File: config.mk
export PLATFORM = sky130hd
export DESIGN_NAME = display_scanner
export DESIGN_NICKNAME = d
export VERILOG_FILES = /design/src/rtl/display_scanner.sv
export SDC_FILE = /design/constraint.sdc
export NUM_CORES = 1
export LEC_CHECK = 0
export BUFFER_PORTS_ARGS = -buffer_cell sky130_fd_sc_hd__buf_2
export CAP_MARGIN = 20
export CORE_MARGIN = 2
export CORE_UTILIZATION = 60
export DETAILED_ROUTE_END_ITERATION = 16
export MAX_ROUTING_LAYER = met4
export PLACE_DENSITY = 0.93
export SYNTH_ARGS = -nofsm -noshare
export SYNTH_HDL_FRONTEND = slang
export SYNTH_SLANG_ARGS = --single-unit
File: constraint.sdc
create_clock -name clk -period 9.9 [get_ports clk]
set_input_delay 0 -clock clk [delete_from_list [all_inputs] [get_ports clk]]
set_output_delay 0 -clock clk [all_outputs]
set_load 0.01 [all_outputs]
File: src/rtl/display_scanner.sv
// display_scanner: multiplexed 6-digit HH:MM:SS seven-segment driver with
// frame-synchronous input capture and alert-driven display/buzzer blinking.
//   clk          rising-edge clock
//   reset        asynchronous active-low reset
//   display_*    binary hour/minute/second from the clock core
//   hour_format  1 = 12-hour mode, 0 = 24-hour mode
//   is_pm        PM flag
//   alarm_buzzer, timer_buzzer  alert requests
//   seg          {g,f,e,d,c,b,a} active-low segments
//   an           one-hot active-low digit enables, an[5]=hour tens .. an[0]=sec ones
//   dp           active-low separator dot
//   pm_led       PM indicator
//   buzzer_out   gated buzzer drive
module display_scanner #(
  parameter int SCAN_DIV     = 1000,
  parameter int BLINK_FRAMES = 64
) (
  input  logic       clk,
  input  logic       reset,
  input  logic [7:0] display_hour,
  input  logic [7:0] display_min,
  input  logic [7:0] display_sec,
  input  logic       hour_format,
  input  logic       is_pm,
  input  logic       alarm_buzzer,
  input  logic       timer_buzzer,
  output logic [6:0] seg,
  output logic [5:0] an,
  output logic       dp,
  output logic       pm_led,
  output logic       buzzer_out
);
  localparam int PW = $clog2(SCAN_DIV);
  localparam int BW = $clog2(BLINK_FRAMES + 1);
  localparam logic [6:0] DASH  = 7'b0111111;
  localparam logic [6:0] BLANK = 7'h7F;

  logic [PW-1:0] presc_q, presc_d;
  logic [2:0]    idx_q, idx_d;
  logic [7:0]    sh_hour_q, sh_hour_d, sh_min_q, sh_min_d, sh_sec_q, sh_sec_d;
  logic          sh_fmt_q, sh_fmt_d, sh_pm_q, sh_pm_d;
  logic [BW-1:0] blink_q, blink_d;
  logic          phase_q, phase_d;
  logic [6:0]    seg_q, seg_d;
  logic [5:0]    an_q, an_d;
  logic          dp_q, dp_d, buzzer_q, buzzer_d;
  logic          tick, wrap, alert, hour_bad, field_bad;
  logic [7:0]    field, ones_full;
  logic [3:0]    tens, digit;

  function automatic logic [6:0] seg7(input logic [3:0] d);
    case (d)
      4'd0:    seg7 = 7'b1000000;
      4'd1:    seg7 = 7'b1111001;
      4'd2:    seg7 = 7'b0100100;
      4'd3:    seg7 = 7'b0110000;
      4'd4:    seg7 = 7'b0011001;
      4'd5:    seg7 = 7'b0010010;
      4'd6:    seg7 = 7'b0000010;
      4'd7:    seg7 = 7'b1111000;
      4'd8:    seg7 = 7'b0000000;
      4'd9:    seg7 = 7'b0010000;
      default: seg7 = BLANK;
    endcase
  endfunction

  // Tens digit by threshold compare; keeps the BCD split within 8 bits.
  function automatic logic [3:0] tens_of(input logic [7:0] v);
    tens_of = 4'd0;
    for (int k = 1; k < 10; k++)
      if (v >= 8'(10 * k)) tens_of = 4'(k);
  endfunction

  always_comb begin
    tick      = presc_q == PW'(SCAN_DIV - 1);
    wrap      = tick && idx_q == 3'd5;
    alert     = alarm_buzzer | timer_buzzer;
    presc_d   = tick ? '0 : presc_q + 1'b1;
    idx_d     = wrap ? 3'd0 : tick ? idx_q + 3'd1 : idx_q;
    sh_hour_d = wrap ? display_hour : sh_hour_q;
    sh_min_d  = wrap ? display_min : sh_min_q;
    sh_sec_d  = wrap ? display_sec : sh_sec_q;
    sh_fmt_d  = wrap ? hour_format : sh_fmt_q;
    sh_pm_d   = wrap ? is_pm : sh_pm_q;
    blink_d   = blink_q;
    phase_d   = phase_q;
    if (!alert) begin
      blink_d = '0;
      phase_d = 1'b1;
    end else if (wrap) begin
      blink_d = blink_q == BW'(BLINK_FRAMES - 1) ? '0 : blink_q + 1'b1;
      phase_d = blink_q == BW'(BLINK_FRAMES - 1) ? ~phase_q : phase_q;
    end
    hour_bad  = sh_fmt_q ? (sh_hour_q == 8'd0 || sh_hour_q > 8'd12) : sh_hour_q > 8'd23;
    field     = idx_q < 3'd2 ? sh_hour_q : idx_q < 3'd4 ? sh_min_q : sh_sec_q;
    field_bad = idx_q < 3'd2 ? hour_bad : field > 8'd59;
    tens      = tens_of(field);
    ones_full = field - ({1'b0, tens, 3'b000} + {3'b000, tens, 1'b0});
    digit     = idx_q[0] ? ones_full[3:0] : tens;
    // Dash wins over the leading-zero blank; 12-hour hour 0 is out of range.
    seg_d     = field_bad ? DASH
              : (idx_q == 3'd0 && sh_fmt_q && sh_hour_q < 8'd10) ? BLANK
              : seg7(digit);
    an_d      = (alert && !phase_q) ? 6'h3F : ~(6'b100000 >> idx_q);
    dp_d      = an_d[4] & an_d[2];
    buzzer_d  = alert & phase_q;
  end

  always_ff @(posedge clk or negedge reset) begin
    if (!reset) begin
      presc_q   <= '0;
      idx_q     <= '0;
      sh_hour_q <= '0;
      sh_min_q  <= '0;
      sh_sec_q  <= '0;
      sh_fmt_q  <= 1'b0;
      sh_pm_q   <= 1'b0;
      blink_q   <= '0;
      phase_q   <= 1'b1;
      seg_q     <= BLANK;
      an_q      <= 6'h3F;
      dp_q      <= 1'b1;
      buzzer_q  <= 1'b0;
    end else begin
      presc_q   <= presc_d;
      idx_q     <= idx_d;
      sh_hour_q <= sh_hour_d;
      sh_min_q  <= sh_min_d;
      sh_sec_q  <= sh_sec_d;
      sh_fmt_q  <= sh_fmt_d;
      sh_pm_q   <= sh_pm_d;
      blink_q   <= blink_d;
      phase_q   <= phase_d;
      seg_q     <= seg_d;
      an_q      <= an_d;
      dp_q      <= dp_d;
      buzzer_q  <= buzzer_d;
    end
  end

  assign seg        = seg_q;
  assign an         = an_q;
  assign dp         = dp_q;
  assign pm_led     = sh_fmt_q & sh_pm_q;
  assign buzzer_out = buzzer_q;
endmodule

==> impl_metrics.py, run 1 <==
metrics = {
    "status": {
        "outcome": "finished, final reports clean",
    },
    "synth": {
        "ys_seq_area_frac": 0.443,
        "synth_fa_ha_area_frac": 0.0416,
        "synth_area_sq_um": 3550,
        "synth-simple-area-share": 0.256,
        "synth-async-reset-ratio": 1.00,
        "synthMuxAreaShare": 0.0388,
        "ys.flop_type": "dfrtp_1",
        "synth_most_common_cell": "nand2_1",
        "synth.largest_area_cell": "dfrtp_1",
        "synth_commonest_cells": "nand2_1, dfrtp_1, nor2_1",
        "avgSynthCellArea_sq_um": 8.93,
        "synth-compound-area-share": 0.156,
        "synth_fp_nets": 438,
        "synth_edf_count": 0,
        "synth.ff_latch_count": 62,
        "synth_top_family_by_area": "simple AND/OR/NAND/NOR gates",
        "synth.top_cell.area_share": 0.332,
        "netlist_instances": 397,
        "synth.distinct_cells": 61,
        "synthTopCellsByArea": "dfrtp_1, nand2_1, dfstp_2",
        "yosys.area_share.xor_xnor": 0.0321,
        "yosys_warnings": 0,
    },
    "pwr": {
        "p_per_area_nw_per_um2": 112,
        "p_total_w": 0.000478,
        "ir_drop_uv": 88.3,
        "p_leak_nw": 1.74,
    },
    "timing": {
        "timing.fmax_ghz": 0.248,
        "fin_crit_sh": 0.407,
        "fin_worst_skew_ns": 0.0136,
        "setup_viol": 0,
        "worst_slew_pin_slew_ns": 0.810,
        "final.min_clock_period_ns": 4.03,
        "hold_viol": 0,
        "tns_ns": 0,
        "relSlewSlack": 0.460,
        "holdWs_ns": 0.0845,
        "rsz0062_at_grt": "false",
        "maxSlewViolCount": 0,
    },
    "cts": {
        "numCtsBuffers": 9,
        "clock_latency_ns": 0.36,
        "clock_path_buffers": 2,
        "cts_root_buf": "clkbuf_8",
        "cts_tree": "yes",
        "clkTransAtPathRegs_ns": 0.08,
        "post_cts_buffers": 0,
        "ctsHtreeMaxLevel": 3,
        "clkSinkCount": 62,
    },
    "global_routing": {
        "gr-total-overflow": 0,
        "grt_pass1_wl_microns": 14700,
        "groute.usage.overall": 0.305,
        "grt_max_degree": 63,
        "grt_pass1_vias": 3040,
        "antenna_found_initial": 0,
    },
    "die": {
        "dieHeight_microns": 80.9,
        "core_sq_um": 5820,
        "dieArea_sq_um": 6540,
        "initial_core_util": 0.610,
        "io_pins": 46,
        "num_rows": 28,
        "die_w_microns": 80.9,
    },
    "routing": {
        "drt_wl_total_microns": 8690,
        "dr_wl_met3_microns": 422,
        "drt_iter0_drc": 224,
        "wl_met2_microns": 4360,
        "top_layer": "met4",
        "drc": 0,
        "num_vias": 3175,
        "wl_per_cell_microns": 15.8,
        "first_pass_iters": 4,
        "antenna_left": 0,
        "vias_per_cell": 5.78,
        "wirelength_met1_microns": 3740,
    },
    "worst_setup_path": {
        "start_kind": "flip-flop",
        "required_ns": 10.18,
        "rr_startpoint": "idx_q[2]",
        "crit_type": "reg2reg",
        "crit_arrival_ns": 4.32,
        "critical_path.cell_chain": "inv_2, mux2i_4, inv_1, ha_1, inv_1, o211ai_1, mux2i_1, a31oi_1, o21ai_2, nand2_4, ha_1, xnor2_1, a22oi_2, o311ai_4, a21oi_4, a21bo_1",
        "cp_max_fo": 27,
        "slowest_stage": "dfrtp_1",
        "max_stage_delay_ns": 0.87,
        "critPathLaunch": "idx_q[2]",
        "cp-end-kind": "flip-flop",
    },
    "layout": {
        "area_growth_pct": 20.4,
        "nets": 510,
        "n_antenna_cell": 0,
        "drive_above_1_share": 0.209,
        "final_cells": 549,
        "fillerInstances": 425,
    },
    "run": {
        "cap_violations": 0,
    },
    "place": {
        "io_buffers": 45,
        "place_inst": 503,
        "routabilityCongestion": 0.939,
        "hpwl_microns": 5300,
    },
    "hold_path": {
        "hp-class": "in2reg",
        "min_from": "timer_buzzer",
    },
}
[critical path: cells and delay by family, from the launching register on]
kind / cells / cell delay [ns]
mux: 2 / 0.59
flops: 1 / 0.87
buf+inv: 3 / 0.39
simple gates: 1 / 0.13
compound gates: 7 / 1.40
fa+ha+maj: 2 / 0.44
xor+xnor: 1 / 0.15
[state kept, by name (all words and copies together), names as in the netlist, 3 cells and up]
register / cells
sh_min_q: 8
idx_q: 3
seg: 7
sh_hour_q: 8
sh_sec_q: 8
an: 6
blink_q: 7
presc_q: 10
[cell families after synthesis]
kind of cell / count (synthesis)
compound gates: 75
mux: 12
fa+ha+maj: 12
flops: 62
xor+xnor: 13
simple gates: 201
buf+inv: 22
[area by class of cell]
type                            count  area [sq um]  area share
Clock inverter                      5          33.8     0.00791
Tap cell                           75          93.8      0.0220
Multi-Input combinational cell    313          1860       0.436
Inverter                            6          22.5     0.00527
Sequential cell                    62          1570       0.368
Timing Repair Buffer               77           546       0.128
Clock buffer                       11           141      0.0331
[placed cells by master, fill, tap and decap left out, types with 3 or more instances in the layout]
cell / n
nand3_1: 22
o21ai_2: 3
clkbuf_8: 10
xnor2_1: 5
dfrtp_1: 47
dlygate4sd3_1: 29
and2_1: 4
xor2_1: 8
nand2_1: 111
o211ai_1: 5
inv_1: 4
nand4_1: 8
nor2b_1: 3
mux2i_1: 10
buf_2: 45
a31oi_1: 4
a21oi_1: 11
o21ai_1: 9
o21a_1: 6
nor2_1: 25
dfstp_2: 15
ha_1: 11
nor3_1: 8
o21ai_0: 15
[path summary, 6_finish.rpt]
kind / slack [ns] / endpoint / cells past startpoint
max: 5.87 / seg[2] / 16
min reg2reg: 0.47 / sh_pm_q / 2
min: 0.08 / blink_q[4] / 3
max reg2reg: 5.87 / seg[2] / 16
min in group asynchronous: 0.32 / blink_q[4] / 3
max in group asynchronous: 9.07 / idx_q[0] / 3
[stage by stage]
stage	util	worst slack, ns	instance area [sq um]
floorplan	-	6.57	3550
global placement	0.652	6.07	3790
detailed placement	0.652	5.93	3790
CTS	0.732	5.94	4260
global route	0.735	5.54	4270
finish	0.735	5.87	4270
[routing by layer]
metal,vias to the layer above,GRT usage
li1,1526,-
met1,1509,0.374
met2,125,0.510
met3,15,0.0544
met4,0,0.103
met5,-,-
[report_power, final]
group / switching (W) / internal (W)
Combinational: 0.00000935 / 0.0000118
Sequential: 0.0000000403 / 0.000254
Clock: 0.000106 / 0.0000976
Total: 0.000115 / 0.000363
[repair_timing]
action                                  in CTS  in global routing
hold endpoints to repair                    74                  0
hold buffers                                29                  0
endpoints found under the setup margin       0                  0
resized for setup                            0                  0
(Power assumes the default switching activity.)
==> run 2: changes to the inputs <==
- ABC_AREA: not set -> 1
- CORE_UTILIZATION: 60 -> 52
- PLACE_DENSITY: 0.93 -> 0.87
- clock period: 9.9 -> 3.2 ns (I/O delays scaled with it)
==> run 2 against run 1 <==
Against the previous run: via count down 0.38%; final cell count up 9.7%; routed wire length is 7.0% lower; clock skew decreased by 0.0042 ns; register-to-register slack got worse by 5.7 ns; design area grew 0.82%; critical path type unchanged; largest power group unchanged.
==> impl_metrics.py, run 2 <==
metrics = {
    "die": {
        "io_pins": 46,
        "initial_core_util": 0.547,
        "dieHeight_microns": 83.4,
        "dieArea_sq_um": 6950,
        "num_rows": 28,
        "die_w_microns": 83.4,
        "core_sq_um": 5990,
    },
    "synth": {
        "synthMuxAreaShare": 0,
        "synth_fp_nets": 463,
        "synth_area_sq_um": 3280,
        "ys.flop_type": "dfrtp_1",
        "synthTopCellsByArea": "dfrtp_1, nand2_1, dfstp_2",
        "netlist_instances": 422,
        "avgSynthCellArea_sq_um": 7.77,
        "synth.largest_area_cell": "dfrtp_1",
        "synth_fa_ha_area_frac": 0.0420,
        "ys_seq_area_frac": 0.479,
        "synth-compound-area-share": 0.0974,
        "synth.top_cell.area_share": 0.359,
        "synth_edf_count": 0,
        "yosys.area_share.xor_xnor": 0.0160,
        "synth_most_common_cell": "nand2_1",
        "synth-simple-area-share": 0.296,
        "synth_top_family_by_area": "simple AND/OR/NAND/NOR gates",
        "synth.distinct_cells": 36,
        "synth_commonest_cells": "nand2_1, dfrtp_1, inv_1, nor2_1, nand3_1",
        "synth-async-reset-ratio": 1.00,
        "synth.ff_latch_count": 62,
        "yosys_warnings": 0,
    },
    "timing": {
        "worst_slew_pin_slew_ns": 0.755,
        "maxSlewViolCount": 0,
        "holdWs_ns": 0.144,
        "hold_viol": 0,
        "fin_crit_sh": 0.943,
        "fin_worst_skew_ns": 0.00941,
        "timing.fmax_ghz": 0.331,
        "final.min_clock_period_ns": 3.02,
        "tns_ns": 0,
        "relSlewSlack": 0.496,
        "setup_viol": 0,
        "worst_slack_ns": 0.182,
    },
    "routing": {
        "wl_per_cell_microns": 13.4,
        "num_vias": 3163,
        "first_pass_iters": 5,
        "vias_per_cell": 5.25,
        "drt_wl_total_microns": 8080,
        "drt_iter0_drc": 141,
        "antenna_left": 0,
        "drc": 0,
    },
    "pwr": {
        "p_seq_frac": 0.533,
        "p_leak_nw": 2.05,
        "switching_share": 0.226,
        "ir_drop_uv": 376,
        "switchingPower_w": 0.000341,
        "clockPowerShare": 0.406,
        "p_int_w": 0.00117,
        "p_per_area_nw_per_um2": 350,
        "p_comb_frac": 0.061,
    },
    "cts": {
        "clock_path_buffers": 2,
        "cts_tree": "yes",
        "clkTransAtPathRegs_ns": 0.06,
        "cts_root_buf": "clkbuf_8",
        "clock_latency_ns": 0.35,
        "numCtsBuffers": 9,
        "ctsHtreeMaxLevel": 3,
        "clkSinkCount": 62,
    },
    "layout": {
        "largest_register_ffs": 10,
        "n_antenna_cell": 0,
        "drive_above_1_share": 0.250,
        "nets": 563,
        "top_register": "presc_q",
        "layout_commonest_cell": "nand2_1",
        "area_growth_pct": 31.4,
        "layout_common_cells": "nand2_1, dfrtp_1, buf_2, inv_1, nor2_1",
    },
    "worst_setup_path": {
        "cp_common_cell": "nand2_1",
        "crit_arrival_ns": 3.28,
        "crit_type": "reg2reg",
        "cp-end-kind": "flip-flop",
        "required_ns": 3.46,
        "max_stage_delay_ns": 0.47,
        "slowest_stage": "dfrtp_2",
        "start_kind": "flip-flop",
        "cp_max_fo": 7,
    },
    "global_routing": {
        "grt_pass1_wl_microns": 12700,
        "grt_pass1_vias": 2945,
        "antenna_found_initial": 0,
        "grt_max_degree": 41,
        "groute.usage.overall": 0.234,
        "gr-total-overflow": 0,
    },
    "place": {
        "dpl_worst_slack_ns": 0.0571,
        "routabilityCongestion": 0.896,
        "io_buffers": 45,
        "hpwl_microns": 4990,
    },
    "status": {
        "outcome": "finished, final reports clean",
    },
    "hold_path": {
        "hp-class": "in2reg",
    },
    "run": {
        "cap_violations": 0,
    },
}
## run 2: cells by family after synthesis
logic type      after synthesis
simple gates                230
flops                        62
buf+inv                      57
compound gates               56
fa+ha+maj                    11
xor+xnor                      6
## run 2: power by group through the flow
stage | combinational (W) | sequential, W | clock (W)
2_1_floorplan | 0.0000170 | 0.000819 | 0
3_3_place_gp | 0.0000616 | 0.000816 | 0
3_5_place_dp | 0.0000632 | 0.000816 | 0
4_1_cts | 0.0000898 | 0.000803 | 0.000619
5_1_grt | 0.000102 | 0.000804 | 0.000661
6_report | 0.0000923 | 0.000803 | 0.000612
## run 2: metrics by stage
stage | instance area (sq um) | util | power [W] | cells
5_1_grt | 4310 | 0.719 | 0.00157 | 602
3_5_place_dp | 3600 | 0.602 | 0.000879 | 540
6_report | 4310 | 0.719 | 0.00151 | 602
4_1_cts | 4070 | 0.679 | 0.00151 | 585
2_1_floorplan | 3280 | - | 0.000836 | 422
3_3_place_gp | 3600 | 0.602 | 0.000877 | 540
## run 2: cell type report
type                    count  area, sq um
flip-flops and latches     62         1570
fillers                   416         1680
inverters                  48          185
multi-input cells         303         1580
well taps                  75         93.8
clock buffers              14          163
repair buffers             98          699
clock inverters             2         10.0
## run 2: final timing paths
check	startpoint	end	slack (ns)	depth (start not counted)
worst max-delay path	idx_q[2]	seg[3]	0.18	27
worst min-delay path	timer_buzzer	blink_q[6]	0.14	5
worst max register to register	idx_q[2]	seg[3]	0.18	27
worst min register to register	presc_q[0]	presc_q[0]	0.46	1
max in group asynchronous	reset	seg[6]	2.06	3
min in group asynchronous	reset	blink_q[3]	0.26	2
## run 2: critical path: cells and delay by family, from the launching register on
kind | cells | cell delay [ns]
adders and majority gates | 2 | 0.34
xor gates and xnor gates | 1 | 0.14
DFF | 1 | 0.47
and+or+nand+nor | 19 | 1.49
buffers and inverters | 4 | 0.38
AOI/OAI and AO/OA | 1 | 0.12
## run 2: repair_timing
action	in CTS	in global routing
setup buffers	0	17
hold buffers	29	0
endpoints found under the hold margin	61	0
endpoints found under the setup margin	0	7
gates resized for setup	0	34
## run 2: metal layers
metal  vias to the layer above  routed length (microns)  global-route usage
met1                      1452                     3270               0.263
met5                         -                        0                   -
met3                        26                      566              0.0746
met2                       138                     4060               0.395
met4                         0                      184              0.0805
li1                       1547                        -                   -
==> run 3: changes to the inputs <==
- CORE_UTILIZATION: 52 -> 50
- PLACE_DENSITY: 0.87 -> 0.85
==> run 3 against run 2 <==
Against the previous run: fmax grew 0.66%; worst hold slack gained 0.025 ns; critical path depth is the same; via count grew 1.0%; combinational power shrank 1%; final cell count shrank 0.17%; routed wire length shrank 0.38%; sequential power is essentially flat; first-iteration DRC count grew 23%; die area grew 3.8%; highest routed layer unchanged.
==> impl_metrics.py, run 3 (same netlist as run 2, synthesis figures left out) <==
metrics = {
    "layout": {
        "area_growth_pct": 31.0,
        "n_antenna_cell": 0,
        "drive_above_1_share": 0.258,
        "top_register": "presc_q",
        "layout_common_cells": "nand2_1, dfrtp_1, buf_2, nor2_1, inv_1",
        "nets": 560,
        "post-route-cell-area_sq_um": 4290,
        "fillerInstances": 494,
        "layout_commonest_cell": "nand2_1",
        "largest_register_ffs": 10,
    },
    "worst_setup_path": {
        "slowest_stage": "dfrtp_2",
        "start_kind": "flip-flop",
        "required_ns": 3.44,
        "max_stage_delay_ns": 0.49,
        "rr_startpoint": "idx_q[2]",
        "cp_common_cell": "nand2_1",
        "critPathLaunch": "idx_q[2]",
        "cp_max_fo": 6,
        "crit_type": "reg2reg",
        "cp-end-kind": "flip-flop",
        "crit_arrival_ns": 3.24,
        "r2r_cells": 27,
    },
    "run": {
        "cap_violations": 0,
    },
    "cts": {
        "clock_latency_ns": 0.33,
        "cts_root_buf": "clkbuf_8",
        "numCtsBuffers": 9,
        "clkSinkCount": 62,
        "ctsHtreeMaxLevel": 3,
        "cts_tree": "yes",
        "clkTransAtPathRegs_ns": 0.07,
        "clock_path_buffers": 2,
    },
    "routing": {
        "antenna_left": 0,
        "first_pass_iters": 5,
        "num_vias": 3196,
        "vias_per_cell": 5.32,
        "wl_per_cell_microns": 13.4,
        "dr_wl_met3_microns": 458,
        "drt_iter0_drc": 174,
        "wl_met2_microns": 4100,
        "wirelength_met1_microns": 3240,
        "top_layer": "met4",
        "drt_wl_total_microns": 8050,
        "drc": 0,
    },
    "place": {
        "routabilityCongestion": 0.931,
        "hpwl_microns": 5120,
        "io_buffers": 45,
        "place_area_sq_um": 3610,
    },
    "die": {
        "num_rows": 29,
        "initial_core_util": 0.516,
        "io_pins": 46,
        "dieHeight_microns": 85.0,
        "dieArea_sq_um": 7220,
        "core_sq_um": 6350,
        "die_w_microns": 85.0,
    },
    "hold_path": {
        "min_from": "timer_buzzer",
        "hp-class": "in2reg",
        "min_path_cells": 5,
    },
    "timing": {
        "hold_viol": 0,
        "relSlewSlack": 0.541,
        "holdWs_ns": 0.169,
        "setup_viol": 0,
        "timing.fmax_ghz": 0.334,
        "fin_crit_sh": 0.937,
        "fin_worst_skew_ns": 0.0103,
        "final.min_clock_period_ns": 3.00,
        "maxSlewViolCount": 0,
        "worst_slew_pin_slew_ns": 0.688,
    },
    "pwr": {
        "ir_drop_uv": 297,
        "p_leak_nw": 2.03,
        "p_total_w": 0.00147,
        "p_per_area_nw_per_um2": 342,
    },
    "global_routing": {
        "antenna_found_initial": 0,
        "grt_pass1_wl_microns": 12800,
        "grt_pass1_vias": 2952,
        "grt_max_degree": 41,
        "groute.usage.overall": 0.226,
        "gr-total-overflow": 0,
    },
    "status": {
        "outcome": "finished, final reports clean",
    },
}
-- run 3: cell types whose count changed in the layout (fill, tap and decap cells not counted), moves of 2 or more --
cell     before  now
buf_4        23   18
nand2_1     131  128
nand2_2       4    7
inv_1        43   41
inv_2         2    4
-- run 3: per-layer routing --
| metal | track usage | up-vias |
|---|---|---|
| li1 | - | 1541 |
| met1 | 0.273 | 1503 |
| met2 | 0.372 | 125 |
| met3 | 0.0477 | 27 |
| met4 | 0.0866 | 0 |
| met5 | - | - |
-- run 3: power breakdown --
part	total, W	internal [W]	switching [W]
clock network	0.000575	0.000301	0.000275
registers	0.000803	0.000799	0.00000413
logic	0.0000912	0.0000461	0.0000451
total	0.00147	0.00115	0.000324
-- run 3: path summary, 6_finish.rpt --
path | end | slack (ns)
worst max-delay path | seg[3] | 0.20
worst min-delay path | blink_q[6] | 0.17
worst max register to register | seg[3] | 0.20
worst min register to register | presc_q[0] | 0.46
max in group asynchronous | seg[2] | 2.08
min in group asynchronous | blink_q[3] | 0.25
-- run 3: cell type report --
class | instances | area (sq um) | share of cell area
multi-input cells | 303 | 1610 | 0.374
flip-flops and latches | 62 | 1570 | 0.366
repair buffers | 94 | 667 | 0.155
inverters | 48 | 183 | 0.0425
clock buffers | 14 | 153 | 0.0355
well taps | 77 | 96.3 | 0.0224
clock inverters | 2 | 10.0 | 0.00233
repair inverters | 1 | 7.51 | 0.00175
-- run 3: critical path: cells and delay by family, from the launching register on --
kind            cells  cell delay [ns]
compound gates      3             0.46
xor+xnor            1             0.13
buf+inv             4             0.30
simple gates       17             1.20
flops               1             0.49
fa+ha+maj           2             0.32
-- run 3: repair_timing --
action	CTS	global route
setup endpoints to repair	2	7
gates resized for setup	1	36
gates cloned	0	1
setup buffers	0	12
pin swaps	0	16
hold buffers	29	0
hold endpoints to repair	58	0
-- run 3: through the flow --
stage / util / setup TNS, ns / setup slack [ns] / cells
floorplan: - / 0 / 0.188 / 422
global placement: 0.569 / 0 / 0.0986 / 543
detailed placement: 0.569 / -0.00167 / -0.00167 / 543
CTS: 0.641 / 0 / 0.0914 / 588
global route: 0.676 / -0.175 / -0.0604 / 601
finish: 0.676 / 0 / 0.202 / 601
